**config.mk**
```make
export PLATFORM = sky130hd
export DESIGN_NAME = wb_merge_stage
export DESIGN_NICKNAME = d
export VERILOG_FILES = /design/src/rtl/wb_merge_stage.sv
export SDC_FILE = /design/constraint.sdc
export NUM_CORES = 1
export LEC_CHECK = 0
export CELL_PAD_IN_SITES_DETAIL_PLACEMENT = 0
export CELL_PAD_IN_SITES_GLOBAL_PLACEMENT = 1
export CORE_ASPECT_RATIO = 0.6
export CORE_UTILIZATION = 34
export DETAILED_ROUTE_END_ITERATION = 10
export PLACE_DENSITY = 0.73
export SYNTH_ARGS = -nofsm -noshare
export SYNTH_HDL_FRONTEND = slang
export SYNTH_SLANG_ARGS = --single-unit
export TNS_END_PERCENT = 20
```
**constraint.sdc**
```tcl
create_clock -name clk -period 2.86 [get_ports clk]
set_clock_uncertainty 0.1 [all_clocks]
set_input_delay 0.286 -clock clk [delete_from_list [all_inputs] [get_ports clk]]
set_output_delay 0.286 -clock clk [all_outputs]
set_load 0.01 [all_outputs]
```
**src/rtl/wb_merge_stage.sv**
```systemverilog
// Writeback merge: regfilemux for the in-order pipeline plus per-unit long-latency result FIFOs,
// a starvation-aware arbiter and a registered RF write port. Define WB_LOAD_EXT_EN for sel-3 load extraction.

module wb_lu_fifo #(
  parameter int LU_DEPTH     = 2,
  parameter int STARVE_LIMIT = 4
) (
  input  logic        clk,
  input  logic        rst,
  input  logic        enq_valid,
  output logic        enq_ready,
  input  logic [4:0]  enq_rd,
  input  logic [31:0] enq_data,
  input  logic        deq,
  output logic        nonempty,
  output logic        starved,
  output logic [4:0]  head_rd,
  output logic [31:0] head_data
);
  localparam int PW = (LU_DEPTH > 1) ? $clog2(LU_DEPTH) : 1;
  localparam int CW = $clog2(LU_DEPTH + 1);

  logic [LU_DEPTH-1:0][36:0] mem_q, mem_d;
  logic [PW-1:0]             wr_ptr_q, wr_ptr_d, rd_ptr_q, rd_ptr_d;
  logic [CW-1:0]             count_q, count_d;
  logic [3:0]                age_q, age_d;
  logic                      enq;

  function automatic logic [PW-1:0] bump(input logic [PW-1:0] p);
    return (p == PW'(LU_DEPTH - 1)) ? '0 : p + 1'b1;
  endfunction

  // Ready looks only at the current count, so a full FIFO refuses even while draining.
  assign enq_ready = count_q < CW'(LU_DEPTH);
  assign enq       = enq_valid && enq_ready;
  assign nonempty  = count_q != '0;
  assign starved   = nonempty && (age_q >= 4'(STARVE_LIMIT));
  assign {head_rd, head_data} = mem_q[rd_ptr_q];

  always_comb begin
    mem_d    = mem_q;
    wr_ptr_d = wr_ptr_q;
    rd_ptr_d = rd_ptr_q;
    if (enq) begin
      mem_d[wr_ptr_q] = {enq_rd, enq_data};
      wr_ptr_d        = bump(wr_ptr_q);
    end
    if (deq) rd_ptr_d = bump(rd_ptr_q);
    count_d = count_q + CW'(enq) - CW'(deq);
    if (deq)                                         age_d = '0;
    else if (nonempty && age_q < 4'(STARVE_LIMIT))   age_d = age_q + 4'd1;
    else                                             age_d = age_q;
  end

  always_ff @(posedge clk) begin
    if (!rst) begin
      wr_ptr_q <= '0;
      rd_ptr_q <= '0;
      count_q  <= '0;
      age_q    <= '0;
    end else begin
      wr_ptr_q <= wr_ptr_d;
      rd_ptr_q <= rd_ptr_d;
      count_q  <= count_d;
      age_q    <= age_d;
    end
  end

  always_ff @(posedge clk) mem_q <= mem_d;
endmodule

module wb_merge_stage #(
  parameter int NUM_LU       = 2,
  parameter int LU_DEPTH     = 2,
  parameter int STARVE_LIMIT = 4
) (
  input  logic                 clk,
  input  logic                 rst,
  input  logic                 pipe_valid,
  input  logic [4:0]           pipe_rd,
  input  logic [2:0]           pipe_sel,
  input  logic [2:0]           pipe_funct3,
  input  logic [1:0]           pipe_addr_lo,
  input  logic [31:0]          pipe_alu_out,
  input  logic [31:0]          pipe_u_imm,
  input  logic [31:0]          pipe_rdata,
  input  logic [31:0]          pipe_pc,
  input  logic                 pipe_br_en,
  output logic                 pipe_stall,
  input  logic [NUM_LU-1:0]    lu_valid,
  output logic [NUM_LU-1:0]    lu_ready,
  input  logic [5*NUM_LU-1:0]  lu_rd,
  input  logic [32*NUM_LU-1:0] lu_data,
  output logic                 rf_we,
  output logic [4:0]           rf_rd,
  output logic [31:0]          rf_wdata
);
  localparam int RW = (NUM_LU > 1) ? $clog2(NUM_LU) : 1;

  logic [NUM_LU-1:0]        fifo_ready, nonempty, starved, gnt_lu;
  logic [NUM_LU-1:0][4:0]   head_rd;
  logic [NUM_LU-1:0][31:0]  head_data;
  logic                     gnt_pipe, gnt_any;
  logic [RW-1:0]            gnt_idx;
  logic [RW-1:0]            rr_ptr_q, rr_ptr_d;
  logic [31:0]              ld_data, pipe_wdata, sel_data;
  logic [4:0]               sel_rd;
  logic                     rf_we_q, rf_we_d;
  logic [4:0]               rf_rd_q, rf_rd_d;
  logic [31:0]              rf_wdata_q, rf_wdata_d;

  for (genvar i = 0; i < NUM_LU; i++) begin : g_lu
    wb_lu_fifo #(.LU_DEPTH(LU_DEPTH), .STARVE_LIMIT(STARVE_LIMIT)) u_fifo (
      .clk       (clk),
      .rst       (rst),
      .enq_valid (lu_valid[i]),
      .enq_ready (fifo_ready[i]),
      .enq_rd    (lu_rd[5*i +: 5]),
      .enq_data  (lu_data[32*i +: 32]),
      .deq       (gnt_lu[i]),
      .nonempty  (nonempty[i]),
      .starved   (starved[i]),
      .head_rd   (head_rd[i]),
      .head_data (head_data[i])
    );
  end

  assign lu_ready = fifo_ready | {NUM_LU{~rst}};

`ifdef WB_LOAD_EXT_EN
  logic [7:0]  ld_byte;
  logic [15:0] ld_half;
  always_comb begin
    case (pipe_addr_lo)
      2'd0:    ld_byte = pipe_rdata[7:0];
      2'd1:    ld_byte = pipe_rdata[15:8];
      2'd2:    ld_byte = pipe_rdata[23:16];
      default: ld_byte = pipe_rdata[31:24];
    endcase
    ld_half = pipe_addr_lo[1] ? pipe_rdata[31:16] : pipe_rdata[15:0];
    case (pipe_funct3)
      3'b000:  ld_data = {{24{ld_byte[7]}}, ld_byte};
      3'b001:  ld_data = {{16{ld_half[15]}}, ld_half};
      3'b100:  ld_data = {24'd0, ld_byte};
      3'b101:  ld_data = {16'd0, ld_half};
      default: ld_data = pipe_rdata;
    endcase
  end
`else
  logic unused_ld;
  assign unused_ld = ^{pipe_funct3, pipe_addr_lo};
  assign ld_data   = pipe_rdata;
`endif

  always_comb begin
    case (pipe_sel)
      3'd0:    pipe_wdata = pipe_alu_out;
      3'd1:    pipe_wdata = {31'd0, pipe_br_en};
      3'd2:    pipe_wdata = pipe_u_imm;
      3'd3:    pipe_wdata = ld_data;
      3'd4:    pipe_wdata = pipe_pc + 32'd4;
      default: pipe_wdata = 32'd0;
    endcase
  end

  // Descending loops let the lowest qualifying index win; the last rr loop overrides
  // the wrap-around pick whenever some unit at or after rr_ptr is waiting.
  always_comb begin
    gnt_idx  = '0;
    gnt_any  = 1'b0;
    gnt_pipe = 1'b0;
    for (int i = NUM_LU - 1; i >= 0; i--)
      if (starved[i]) begin gnt_idx = RW'(i); gnt_any = 1'b1; end
    if (!gnt_any && pipe_valid) begin gnt_pipe = 1'b1; gnt_any = 1'b1; end
    if (!gnt_any) begin
      for (int i = NUM_LU - 1; i >= 0; i--)
        if (nonempty[i]) begin gnt_idx = RW'(i); gnt_any = 1'b1; end
      for (int i = NUM_LU - 1; i >= 0; i--)
        if (nonempty[i] && RW'(i) >= rr_ptr_q) begin gnt_idx = RW'(i); gnt_any = 1'b1; end
    end
    for (int i = 0; i < NUM_LU; i++)
      gnt_lu[i] = gnt_any && !gnt_pipe && (gnt_idx == RW'(i));
  end

  assign pipe_stall = pipe_valid && (!rst || !gnt_pipe);

  always_comb begin
    sel_rd   = pipe_rd;
    sel_data = pipe_wdata;
    for (int i = 0; i < NUM_LU; i++)
      if (gnt_lu[i]) begin sel_rd = head_rd[i]; sel_data = head_data[i]; end
    rf_we_d    = gnt_any && (sel_rd != 5'd0);
    rf_rd_d    = gnt_any ? sel_rd   : rf_rd_q;
    rf_wdata_d = gnt_any ? sel_data : rf_wdata_q;
    rr_ptr_d   = rr_ptr_q;
    if (gnt_any && !gnt_pipe)
      rr_ptr_d = (gnt_idx == RW'(NUM_LU - 1)) ? '0 : gnt_idx + 1'b1;
  end

  always_ff @(posedge clk) begin
    if (!rst) begin
      rf_we_q    <= 1'b0;
      rf_rd_q    <= '0;
      rf_wdata_q <= '0;
      rr_ptr_q   <= '0;
    end else begin
      rf_we_q    <= rf_we_d;
      rf_rd_q    <= rf_rd_d;
      rf_wdata_q <= rf_wdata_d;
      rr_ptr_q   <= rr_ptr_d;
    end
  end

  assign rf_we    = rf_we_q;
  assign rf_rd    = rf_rd_q;
  assign rf_wdata = rf_wdata_q;
endmodule

```
Word-level counts from Yosys, hierarchy flattened
Index checks and enable logic that the tools add are counted.
- output and inout port bits: 41
- logic and storage cells: 110
- register bits: 203
- bitwise operators: 3
- multiplexer cells: 35
- reduce and logical (&&, ||, !) cells: 26
- equality and inequality tests: 4
- add/sub/neg operators: 12
- magnitude comparators: 14
- operator list (operator ; count):
    37-bit two-way mux ; 6
    32-bit one-hot mux with 5 select lines ; 1
    74-bit bitwise mux ; 2
    37-bit demux with 1-bit select ; 2
    32-bit two-way mux ; 2
    32-bit by 3-bit adder with 32-bit output (second input constant) ; 1
    1-bit two-way mux ; 20
    1-bit logical AND ; 16
    5-bit two-way mux ; 2
    4-bit by 1-bit adder with 4-bit output (second input constant) ; 2
    4-bit by 3-bit greater-or-equal comparator with 1-bit output (second input constant) ; 2
    1-bit by 2-bit < comparator with 1-bit output (second input constant) ; 4
    4-bit by 3-bit < comparator with 1-bit output (second input constant) ; 2
    3-bit by 2-bit == test with 1-bit output (second input constant) ; 2
    1-bit adder (second input constant) ; 5
    5-bit nonzero test ; 1
    2-bit by 1-bit adder with 2-bit output ; 2
    2-bit < comparator (second input constant) ; 2
    2-bit nonzero test ; 2
    2-bit OR reduction ; 2
    2-bit by 1-bit subtractor with 2-bit output ; 2
    3-bit by 1-bit == test with 1-bit output (second input constant) ; 1
    3-bit == test (second input constant) ; 1
    1-bit logical NOT ; 3
    6 further kinds ; 9

Logic depth before layout (Yosys ltp)
Gate-level depths: netlist (run 1).
- depth in word-level cells: 15
- gate-level depth with buffers: 12

By module
Synthesis (run 1) repeated with hierarchy kept, for this count alone.
- cell total of the unflattened synthesis: 762
- area, all modules: 9580.4 sq um
- by module, submodules not included (module ; times used ; cells an instance ; area each (sq um) ; seq. area each (sq um)):
    wb_lu_fifo ; 2 ; 155 ; 3027.9 ; 2382.3
    wb_merge_stage ; 1 ; 452 ; 3524.6 ; 780.7

Worst setup path before layout (run 1)
No wires, ideal clock.
- path type: flip-flop to flip-flop
- from: register g_lu[0].u_fifo.count_q[1]
- to: register g_lu[0].u_fifo.mem_q[0] in the netlist's numbering (enable)
- stages on the path, launching flop included: 3
- setup slack: 0.010 ns
- required time: 2.324 ns
- period minus slack after synthesis: 2.850 ns
- data arrival time: 2.314 ns
- cell sequence: dfxtp_1 > nor2b_1 > nor2b_1
- cells in the longest elaborated chain, start to end: 2
- ends and longest elaborated chain (what ; RTL line ; text):
    start: declaration ; 25 ; logic [CW-1:0] count_q, count_d;
    start signal: assignment ; 64 ; count_q <= count_d;
    2-bit < comparator ; 34 ; assign enq_ready = count_q < CW'(LU_DEPTH);
    1-bit logical AND ; 35 ; assign enq = enq_valid && enq_ready;
    net g_lu[0].u_fifo.enq ; 27 ; logic enq;
    end signal: assignment ; 69 ; always_ff @(posedge clk) mem_q <= mem_d;
    end: declaration ; 23 ; logic [LU_DEPTH-1:0][36:0] mem_q, mem_d;
The timed path passes the listed nets, and every way through them passes these cells.
A chain may end at the register's enable or synchronous reset.

Final worst setup path (run 1)
- from: register g_lu[0].u_fifo.count_q[1]
- to: output pipe_stall
- cells in the longest elaborated chain, start to end: 9
- ends and longest elaborated chain (what ; RTL line ; text):
    2-bit nonzero test ; 36 ; assign nonempty = count_q != '0;
    1-bit logical AND ; 37 ; assign starved = nonempty && (age_q >= 4'(STARVE_LIMIT));
    1-bit two-way mux ; 173 ; if (starved[i]) begin gnt_idx = RW'(i); gnt_any = 1'b1; end
    1-bit logical NOT ; 174 ; if (!gnt_any && pipe_valid) begin gnt_pipe = 1'b1; gnt_any = 1'b1; end
    1-bit logical AND ; 174 ;
    1-bit two-way mux ; 174 ;
    1-bit logical NOT ; 185 ; assign pipe_stall = pipe_valid && (!rst || !gnt_pipe);
    1-bit logical OR ; 185 ;
    1-bit logical AND ; 185 ;
    end: declaration ; 89 ; output logic pipe_stall,
No other way between the ends.

==> results of run 1 <==
-- routing by layer --
metal / vias to the layer above / routed length [um]
li1: 3512 / -
met1: 3602 / 14600
met2: 261 / 13100
met3: 36 / 1940
met4: 2 / 480
met5: - / 10
-- cell type report --
class | instances | area (um2) | share of cell area, %
Antenna cell | 1 | 2.50 | 0.0188
Clock inverter | 11 | 82.6 | 0.619
Tap cell | 360 | 450 | 3.38
Timing Repair Buffer | 301 | 2920 | 21.9
Multi-Input combinational cell | 504 | 3680 | 27.6
Inverter | 12 | 52.6 | 0.394
Clock buffer | 27 | 599 | 4.50
Sequential cell | 203 | 5550 | 41.6
-- kinds of logic (layout without fill, tap and decap cells) --
| kind of cell | count (synthesis) | count (layout) | synth area share (%) |
|---|---|---|---|
| and+or+nand+nor | 150 | 150 | 7.94 |
| DFF | 203 | 203 | 58.6 |
| xor gates and xnor gates | 34 | 34 | 3.15 |
| muxes | 111 | 111 | 12.4 |
| buffers and inverters | 60 | 351 | 2.76 |
| AOI/OAI and AO/OA | 202 | 202 | 14.2 |
| other | 0 | 1 | 0 |
| adders and majority gates | 7 | 7 | 0.925 |
-- Yosys cell counts (all sizes together) (13+ instances only) --
master / number / area share [%]
a21oi: 39 / 2.2
a22o: 15 / 1.4
a22oi: 34 / 2.7
buf: 14 / 0.86
clkbuf: 34 / 1.3
dfxtp: 55 / 12
edfxtp: 148 / 47
mux2: 42 / 5.0
mux2i: 68 / 7.2
nand2: 42 / 1.7
nand3: 13 / 0.69
nand4: 13 / 0.86
nor2: 41 / 1.6
o21ai: 49 / 2.6
o22ai: 26 / 1.7
xnor2: 21 / 1.9
xor2: 13 / 1.2
-- critical path: cells and delay by family, from the launching register on --
| kind | cells | cell delay (ns) |
|---|---|---|
| buf+inv | 1 | 0.56 |
| flops | 1 | 0.52 |
| compound gates | 2 | 0.46 |
-- worst paths after layout --
kind,cells after the start,slack (ns),from,endpoint
setup / recovery,3,0.43,g_lu[0].u_fifo.count_q[1]$_SDFF_PN0_,pipe_stall
hold / removal,1,0.25,lu_data[4],g_lu[0].u_fifo.mem_q[4]$_DFFE_PP_
setup reg to reg,9,0.47,g_lu[0].u_fifo.count_q[1]$_SDFF_PN0_,rf_we$_SDFF_PN0_
hold reg to reg,2,0.35,rf_wdata[11]$_SDFFE_PN0N_,rf_wdata[11]$_SDFFE_PN0N_
-- sequential cells by signal, summed over array words and instances, names as in the netlist --
name                  count
rf_rd                     5
g_lu.u_fifo.rd_ptr_q      2
rr_ptr_q                  1
g_lu.u_fifo.wr_ptr_q      2
g_lu.u_fifo.count_q       4
rf_we                     1
g_lu.u_fifo.mem_q       148
rf_wdata                 32
g_lu.u_fifo.age_q         8
-- power by group --
part | internal [mW] | switching [mW]
Clock | 1.50 | 1.17
Combinational | 1.76 | 2.02
Sequential | 3.82 | 0.327
==> summary.txt, run 1 <==
Status
  – Status: completed

Timing
  – Min Clock Period, post-route: 2.43 ns
  – Hold Violations, Final: 0
  – Setup ws final: 0.428 ns
  – Part of the cycle the worst path needs: 85.0%
  – F_max: 411 MHz
  – RSZ-0062 raised after global routing: false
  – Final setup viols: 0
  – Slew Limit Fails: 0
  – WHS: 0.246 ns
  – Setup TNS: 0 ns
  – Slew headroom: 64.6%
  – Worst-margin pin slew: 0.529 ns

Place
  – Placed instance area: 12600 um2
  – Final HPWL DP: 21.9 mm
  – RD Place Congestion: 0.849
  – Post-Place Worst Slack: 0.0368 ns
  – DP Cell Count: 1380
  – Port-buffer cells: 256

Synthesis
  – Main synth FF type: edfxtp_1
  – Yosys reg bits: 203
  – Synthesized Nets: 995
  – Count of cell types in the netlist: 54
  – Synth warn: 0
  – Sequential area share after synthesis: 58.6%
  – Async S/R FF share, synth: 0%
  – Mapped Cells: 767
  – Mapped cell area: 9470 um2
  – Number of synthesized flops with an enable pin: 148
  – Synth Area per Inst: 12.3 um2

Setup path
  – Crit path launch type: flop
  – Critical Path RT: 2.47 ns
  – CP max stage delay: 0.56 ns
  – Crit path max fanout: 6
  – CP max stage cell: clkdlybuf4s50_1
  – Crit path DAT: 2.05 ns
  – Crit Path Class: flop to primary output
  – CP Cell Sequence: o22ai_1 -> a31oi_1 -> clkdlybuf4s50_1
  – Critical Path End Type: primary output

Final layout
  – Filler cells: 2457
  – Synthesis-to-layout area growth: 40.8%
  – Commonest cells after routing, fill and taps aside: clkdlybuf4s50_1 (254), edfxtp_1 (148), mux2i_1 (68)
  – Post-Layout Cell Count: 1419
  – Fraction of layout cells with a size suffix above 1: 14.6%
  – Core Util, Final: 49.6%
  – Final-stage net count: 1271
  – Most common cell after layout, fill and taps aside: clkdlybuf4s50_1
  – Final instance area: 13300 um2

Drt
  – Drt first pass iters: 5
  – Routed wire length: 30.1 mm
  – DR iter-0 viols: 508
  – Drt wl/cell: 21.2 um
  – Vias per std cell: 5.22
  – DRC violations left: 0
  – Vias: 7413
  – Antenna viol nets, final: 0

Clock network
  – Clk sinks: 203
  – Max clock buf depth: 3
  – Later-pin clock latency in the skew report: 0.52 ns
  – Root cell of the clock tree: clkbuf_16
  – H-tree depth: 1
  – Worst-path clk slew: 0.07 ns
  – Cts repair resizes: 0
  – CTS Hold Bufs: 0
  – Setup repair bufs after CTS: 0
  – TritonCTS clock tree: yes
  – CTS Buf Count: 21

Floorplanning
  – Num ports: 262
  – Die height: 131 um
  – Die X-Extent: 217 um
  – Floorplan core area: 26900 um2
  – FP Rows: 46
  – Initial Utilization: 35.2%
  – Die area: 28500 um2

Worst hold path
  – Worst min path class: primary input to flop

Global routing
  – Pin count of the biggest net entering global routing: 41
  – Met1 usage in global routing: 30.9%
  – Initial antenna violation count: 2
  – Gr ovfl total: 0
  – Global Route Usage Sum: 20.8%
  – Met2 Track Usage GR: 31.4%
  – First-pass GRT wire length: 44.7 mm
  – Met3 Track Usage GR: 3.89%
  – Vias in the first global route: 7393
  – GRT busiest layer: met2

Power
  – Static Leak: 4.67 nW
  – Pwr per Cell Area: 796 nW/um2
  – VDD IR max: 0.363 mV
  – PnR Total Power: 10.6 mW

Run
  – Max cap viols: 0
(Power assumes the default switching activity.)
==> inputs of run 2 (changes only) <==
--- a/config.mk
+++ b/config.mk
@@ -10,6 +10,8 @@
 export CORE_ASPECT_RATIO = 0.6
 export CORE_UTILIZATION = 34
 export DETAILED_ROUTE_END_ITERATION = 10
+export GPL_TIMING_DRIVEN = 1
+export MAX_ROUTING_LAYER = met4
 export PLACE_DENSITY = 0.73
 export SYNTH_ARGS = -nofsm -noshare
 export SYNTH_HDL_FRONTEND = slang
==> run 2 against run 1 <==
Worst hold slack better by 0.0083 ns. Largest cell class unchanged. Via count down 0.30%. Sequential power about the same. Fmax up 0.54%. Power about the same. Die area unchanged. Flip-flop and latch count unchanged. Design area about the same. Critical path depth unchanged. Clock-buffer cell count unchanged. Worst setup slack better by 0.013 ns. Register-to-register slack about the same.
==> summary.txt, run 2 (same netlist as run 1, synthesis figures left out) <==
Clock network
  – Clk sinks: 203 (unchanged)
  – Worst-path clk slew: 0.07 ns (about the same)
  – H-tree depth: 1 (unchanged)
  – Later-pin clock latency in the skew report: 0.52 ns (about the same)
  – CTS Hold Bufs: 0 (unchanged)
  – Setup repair bufs after CTS: 0 (unchanged)
  – Max clock buf depth: 3 (unchanged)
  – TritonCTS clock tree: yes
  – Root cell of the clock tree: clkbuf_16
  – Cts repair resizes: 0 (unchanged)
  – CTS Buf Count: 21 (unchanged)

Drt
  – DRC violations left: 0 (unchanged)
  – Routed wire length: 30.1 mm (about the same)
  – Vias: 7391 (-0.30%)
  – Drt wl/cell: 21.2 um (about the same)
  – DR iter-0 viols: 555 (+9.3%)
  – Drt first pass iters: 7 (+2)
  – Antenna viol nets, final: 0 (unchanged)
  – Vias per std cell: 5.20 (-0.37%)

Final layout
  – Max reg flops: 148 (unchanged)
  – Final-stage net count: 1271 (unchanged)
  – Register area: 5550 um2 (unchanged)
  – Synthesis-to-layout area growth: 40.9% (about the same)
  – Biggest register: g_lu.u_fifo.mem_q
  – Final instance area: 13300 um2 (about the same)
  – Multi-input logic area: 3680 um2 (unchanged)
  – Fraction of layout cells with a size suffix above 1: 14.6% (unchanged)
  – Most common cell after layout, fill and taps aside: clkdlybuf4s50_1
  – Commonest cells after routing, fill and taps aside: clkdlybuf4s50_1 (254), edfxtp_1 (148), mux2i_1 (68)
  – Filler cells: 2457 (unchanged)

Place
  – Post-Place Worst Slack: 0.0368 ns (unchanged)
  – Port-buffer cells: 256 (unchanged)
  – Final HPWL DP: 21.9 mm (unchanged)
  – RD Place Congestion: 0.863 (+1.6%)
  – Placed instance area: 12600 um2 (unchanged)

Timing
  – Worst-margin pin slew: 0.526 ns (-0.00361 ns)
  – Slew Limit Fails: 0 (unchanged)
  – Setup ws final: 0.441 ns (+0.0131 ns)
  – Min Clock Period, post-route: 2.42 ns (-0.0131 ns)
  – Final setup viols: 0 (unchanged)
  – Slew headroom: 64.8% (+0.24 points)
  – F_max: 413 MHz (+0.54%)
  – RSZ-0062 raised after global routing: false
  – Setup TNS: 0 ns (unchanged)
  – Hold Violations, Final: 0 (unchanged)
  – Part of the cycle the worst path needs: 84.6% (-0.46 points)

Setup path
  – Critical Path End Type: primary output
  – Crit Path Class: flop to primary output
  – Crit path DAT: 2.03 ns (-0.02 ns)
  – Worst R2R Path Depth: 9 (unchanged)
  – Crit path max fanout: 6 (unchanged)
  – Crit path launch type: flop
  – Critical Path RT: 2.47 ns (about the same)

Global routing
  – Vias in the first global route: 7376 (-0.23%)
  – Gr ovfl total: 0 (unchanged)
  – Pin count of the biggest net entering global routing: 41 (unchanged)
  – Global Route Usage Sum: 21.5% (+0.65 points)
  – Initial antenna violation count: 2 (unchanged)
  – First-pass GRT wire length: 44.7 mm (about the same)

Worst hold path
  – Hold path depth: 1 (unchanged)
  – Worst min path class: primary input to flop

Power
  – Pwr per Cell Area: 796 nW/um2 (about the same)
  – VDD IR max: 0.356 mV (-1.8%)
  – Static Leak: 4.67 nW (unchanged)
  – PnR Total Power: 10.6 mW (about the same)

Floorplanning
  – FP Rows: 46 (unchanged)
  – Floorplan core area: 26900 um2 (unchanged)
  – Num ports: 262 (unchanged)
  – Initial Utilization: 35.2% (unchanged)
  – Die height: 131 um (unchanged)
  – Die X-Extent: 217 um (unchanged)
  – Die area: 28500 um2 (unchanged)

Status
  – Status: completed

Run
  – Max cap viols: 0 (unchanged)
run 2: changes by cell type in the layout (fill, tap and decap cells not counted):
cell     before  now
diode_2       1    2
run 2: power breakdown:
group	switching [mW]	internal, mW
clock	1.17	1.50
combinational	2.02	1.76
sequential	0.329	3.82
run 2: per-stage QoR:
stage / util, % / std cells / hold slack (ns)
after global routing: 49.6 / 1420 / 0.240
after floorplan: - / 767 / 0.285
after detailed placement: 47.1 / 1380 / 0.344
after global placement: 47.1 / 1380 / 0.337
after CTS: 49.6 / 1418 / 0.231
final: 49.6 / 1420 / 0.254
run 2: worst paths after layout:
path                                         from  slack [ns]                            endpoint
max          g_lu[0].u_fifo.count_q[1]$_SDFF_PN0_        0.44                          pipe_stall
min reg2reg             rf_wdata[11]$_SDFFE_PN0N_        0.35           rf_wdata[11]$_SDFFE_PN0N_
max reg2reg  g_lu[0].u_fifo.count_q[1]$_SDFF_PN0_        0.47                    rf_we$_SDFF_PN0_
min                                      lu_rd[8]        0.25  g_lu[1].u_fifo.mem_q[35]$_DFFE_PP_
run 2: final cells by class:
cell class	count	area share, %
multi-input cells	504	27.6
flip-flops and latches	203	41.6
clock buffers	27	4.49
inverters	12	0.394
clock inverters	11	0.619
well taps	360	3.38
repair buffers	301	21.9
diodes	2	0.0375
run 2: worst max-delay path, cell delays in order (launching register included):
cell and delay [ns]:
dfxtp_1 0.52, o22ai_1 0.22, a31oi_1 0.23, clkdlybuf4s50_1 0.56
run 2: layer usage:
metal,up-vias,part of all wire (%),global-route usage [%]
met1,3594,49,31.1
met3,37,6.0,3.91
met4,0,1.6,4.07
li1,3516,-,-
met2,244,44,31.3
met5,-,0,-
==> inputs of run 3 (changes only) <==
==> constraint.sdc (replaced) <==
create_clock -name clk -period 1.96 [get_ports clk]
set_clock_uncertainty 0.1 [all_clocks]
set_input_delay 0.196 -clock clk [delete_from_list [all_inputs] [get_ports clk]]
set_output_delay 0.196 -clock clk [all_outputs]
set_load 0.01 [all_outputs]
==> run 3 against run 2 <==
Cell count increased by 5.4%. Largest power group is now combinational cells. Clock-buffer cell count increased by 1. Critical path depth increased by 6. Register-to-register slack got worse by 0.59 ns. Non-clock buffer count increased by 79. The flow now finishes with violations (negative setup slack). Via count increased by 2.0%. Largest cell class unchanged. Combinational power increased by 72%. Utilization increased by 3.7 points. Critical endpoint is now rf_wdata[30]$_SDFFE_PN0N_. Worst setup slack got worse by 0.56 ns. Critical path type is now flop to flop.
==> summary.txt, run 3 (same netlist as run 1, synthesis figures left out) <==
Setup path
  – Worst R2R Path Depth: 9 (unchanged)
  – Crit path DAT: 2.37 ns (+0.34 ns)
  – Crit path launch type: flop
  – Critical Path RT: 2.25 ns (-0.22 ns)
  – Crit path max fanout: 13 (+7)
  – Critical Path End Type: flop
  – Reg2reg start: g_lu[1].u_fifo.age_q[3]$_SDFFE_PP0P_
  – RR Endpoint: rf_wdata[30]$_SDFFE_PN0N_
  – Reg2reg setup slack: -0.12 ns (-0.59 ns)
  – Crit Path Class: flop to flop

Worst hold path
  – Hold Startpoint: lu_data[60]
  – Hold endpoint: g_lu[1].u_fifo.mem_q[28]$_DFFE_PP_
  – Worst min path class: primary input to flop
  – Hold path depth: 1 (unchanged)

Power
  – NetSw: 5.29 mW (+50%)
  – Pwr per Cell Area: 1150 nW/um2 (+45%)
  – Clock power frac: 24.1% (-1.1 points)
  – Sw Share: 32.0% (-1.2 points)
  – Int Pwr: 11.2 mW (+59%)
  – VDD IR max: 0.686 mV (+92%)
  – PnR Total Power: 16.5 mW (+56%)
  – Logic pwr share: 39.4% (+3.8 points)
  – Part of the power in registers: 36.4% (-2.7 points)
  – Static Leak: 5.19 nW (+11%)

Place
  – RD Place Congestion: 0.907 (+5.2%)
  – Final HPWL DP: 23.2 mm (+6.0%)
  – Port-buffer cells: 256 (unchanged)
  – Placed instance area: 13400 um2 (+5.8%)
  – DP Cell Count: 1454 (+5.4%)
  – Post-Place Worst Slack: -0.653 ns (-0.689 ns)

Timing
  – Setup TNS: -2.19 ns (-2.19 ns)
  – RSZ-0062 raised after global routing: true
  – Hold Violations, Final: 0 (unchanged)
  – Setup ws final: -0.123 ns (-0.564 ns)
  – F_max: 480 MHz
  – Slew headroom: 64.6% (-0.27 points)
  – Final setup viols: 31 (+31)
  – WHS: 0.175 ns (-0.0792 ns)
  – Worst-margin pin slew: 0.532 ns (+0.00576 ns)
  – Slew Limit Fails: 0 (unchanged)
  – Part of the cycle the worst path needs: 106%
  – Min Clock Period, post-route: 2.08 ns

Clock network
  – TritonCTS clock tree: yes
  – H-tree depth: 1 (unchanged)
  – Root cell of the clock tree: clkbuf_16
  – Worst-path clk slew: 0.06 ns (about the same)
  – Max clock buf depth: 3 (unchanged)
  – CTS Buf Count: 20 (-4.8%)
  – CTS Hold Bufs: 0 (unchanged)
  – Later-pin clock latency in the skew report: 0.50 ns (-0.02 ns)
  – Clk sinks: 203 (unchanged)

Final layout
  – Fraction of layout cells with a size suffix above 1: 22.6% (+8.0 points)
  – Synthesis-to-layout area growth: 51.4%
  – Final instance area: 14300 um2 (+7.5%)
  – Most common cell after layout, fill and taps aside: clkdlybuf4s50_1
  – Final-stage net count: 1349 (+6.1%)
  – Biggest register: g_lu.u_fifo.mem_q
  – Post-Layout Cell Count: 1496 (+5.4%)
  – Core Util, Final: 53.3% (+3.7 points)
  – Max reg flops: 148 (unchanged)
  – Commonest cells after routing, fill and taps aside: clkdlybuf4s50_1 (251), edfxtp_1 (148), buf_4 (103)

Drt
  – DR iter-0 viols: 428 (-23%)
  – Routed wire length: 30.8 mm (+2.6%)
  – DRC violations left: 0 (unchanged)
  – Drt wl/cell: 20.6 um (-2.6%)
  – Vias: 7542 (+2.0%)
  – Drt first pass iters: 8 (+1)
  – Vias per std cell: 5.04 (-3.1%)
  – Antenna viol nets, final: 0 (unchanged)

Global routing
  – Pin count of the biggest net entering global routing: 41 (unchanged)
  – Gr ovfl total: 0 (unchanged)
  – First-pass GRT wire length: 46.1 mm (+3.2%)
  – Vias in the first global route: 7786 (+5.6%)
  – Initial antenna violation count: 1 (-1)
  – Global Route Usage Sum: 22.0% (+0.53 points)

Status
  – Status: finished with violations
  – Failing checks: negative setup slack

Floorplanning
  – FP Rows: 46 (unchanged)
  – Num ports: 262 (unchanged)
  – Die X-Extent: 217 um (unchanged)
  – Die area: 28500 um2 (unchanged)
  – Floorplan core area: 26900 um2 (unchanged)
  – Die height: 131 um (unchanged)
  – Initial Utilization: 35.2% (unchanged)

Run
  – Max cap viols: 0 (unchanged)
run 3: changes by cell type in the layout (fill, tap and decap cells not counted), sizes merged:
| cell | delta |
|---|---|
| clkinv | -4 |
| bufbuf | +1 |
| dlymetal6s2s | +1 |
| inv | -1 |
| bufinv | +2 |
| dlygate4sd2 | +1 |
| clkbuf | +4 |
| buf | +76 |
| diode | -1 |
| clkdlybuf4s50 | -3 |
run 3: worst max-delay path, stage by stage, from the launching register on:
cell       delay [ns]
dfxtp_2          0.32
or2_4            0.26
o311ai_4         0.24
inv_2            0.07
or2_4            0.26
inv_8            0.06
buf_6            0.15
a21oi_4          0.08
clkbuf_16        0.21
a31o_1           0.23
run 3: area by class of cell:
cell class | instances | area [um2]
Antenna cell | 1 | 2.50
Timing Repair Buffer | 380 | 3750
Tap cell | 360 | 450
Sequential cell | 203 | 5550
Clock buffer | 28 | 592
Multi-Input combinational cell | 504 | 3830
Inverter | 12 | 52.6
Clock inverter | 8 | 96.3
Fill cell | 2318 | 12600
run 3: layer usage:
| layer | vias up | track usage [%] | part of all wire, % |
|---|---|---|---|
| met5 | - | - | 0 |
| met4 | 0 | 3.29 | 0.72 |
| met3 | 21 | 3.24 | 5.3 |
| met2 | 226 | 33.6 | 45 |
| met1 | 3628 | 31.4 | 49 |
| li1 | 3667 | - | - |
run 3: what timing repair did:
item | CTS | global route
pin swaps | 4 | 6
setup endpoints to repair | 42 | 43
buffers inserted | 1 | 1
gates cloned | 1 | 2
resized for setup | 24 | 21
run 3: how the worst max path moves through the flow:
stage / start / end / slack, ns / cells after the start
after floorplan: g_lu[1].u_fifo.age_q[3]$_SDFFE_PP0P_ / g_lu[0].u_fifo.count_q[1]$_SDFF_PN0_ / -0.32 / 12
after global placement: pipe_pc[3] / rf_wdata[16]$_SDFFE_PN0N_ / -0.58 / 8
after detailed placement: pipe_valid / rf_wdata[31]$_SDFFE_PN0N_ / -0.65 / 8
after CTS: g_lu[1].u_fifo.age_q[3]$_SDFFE_PP0P_ / g_lu[0].u_fifo.count_q[1]$_SDFF_PN0_ / -0.13 / 11
after global routing: g_lu[1].u_fifo.age_q[3]$_SDFFE_PP0P_ / g_lu[0].u_fifo.count_q[1]$_SDFF_PN0_ / -0.21 / 11
final: g_lu[1].u_fifo.age_q[3]$_SDFFE_PP0P_ / rf_wdata[30]$_SDFFE_PN0N_ / -0.12 / 9
run 3: power groups by stage:
stage	combinational, mW	clock, mW	sequential, mW
floorplan	3.04	0	6.12
global placement	5.96	0	6.09
detailed placement	6.01	0	6.10
CTS	6.33	4.08	6.02
global route	7.06	4.25	6.11
finish	6.52	3.99	6.02
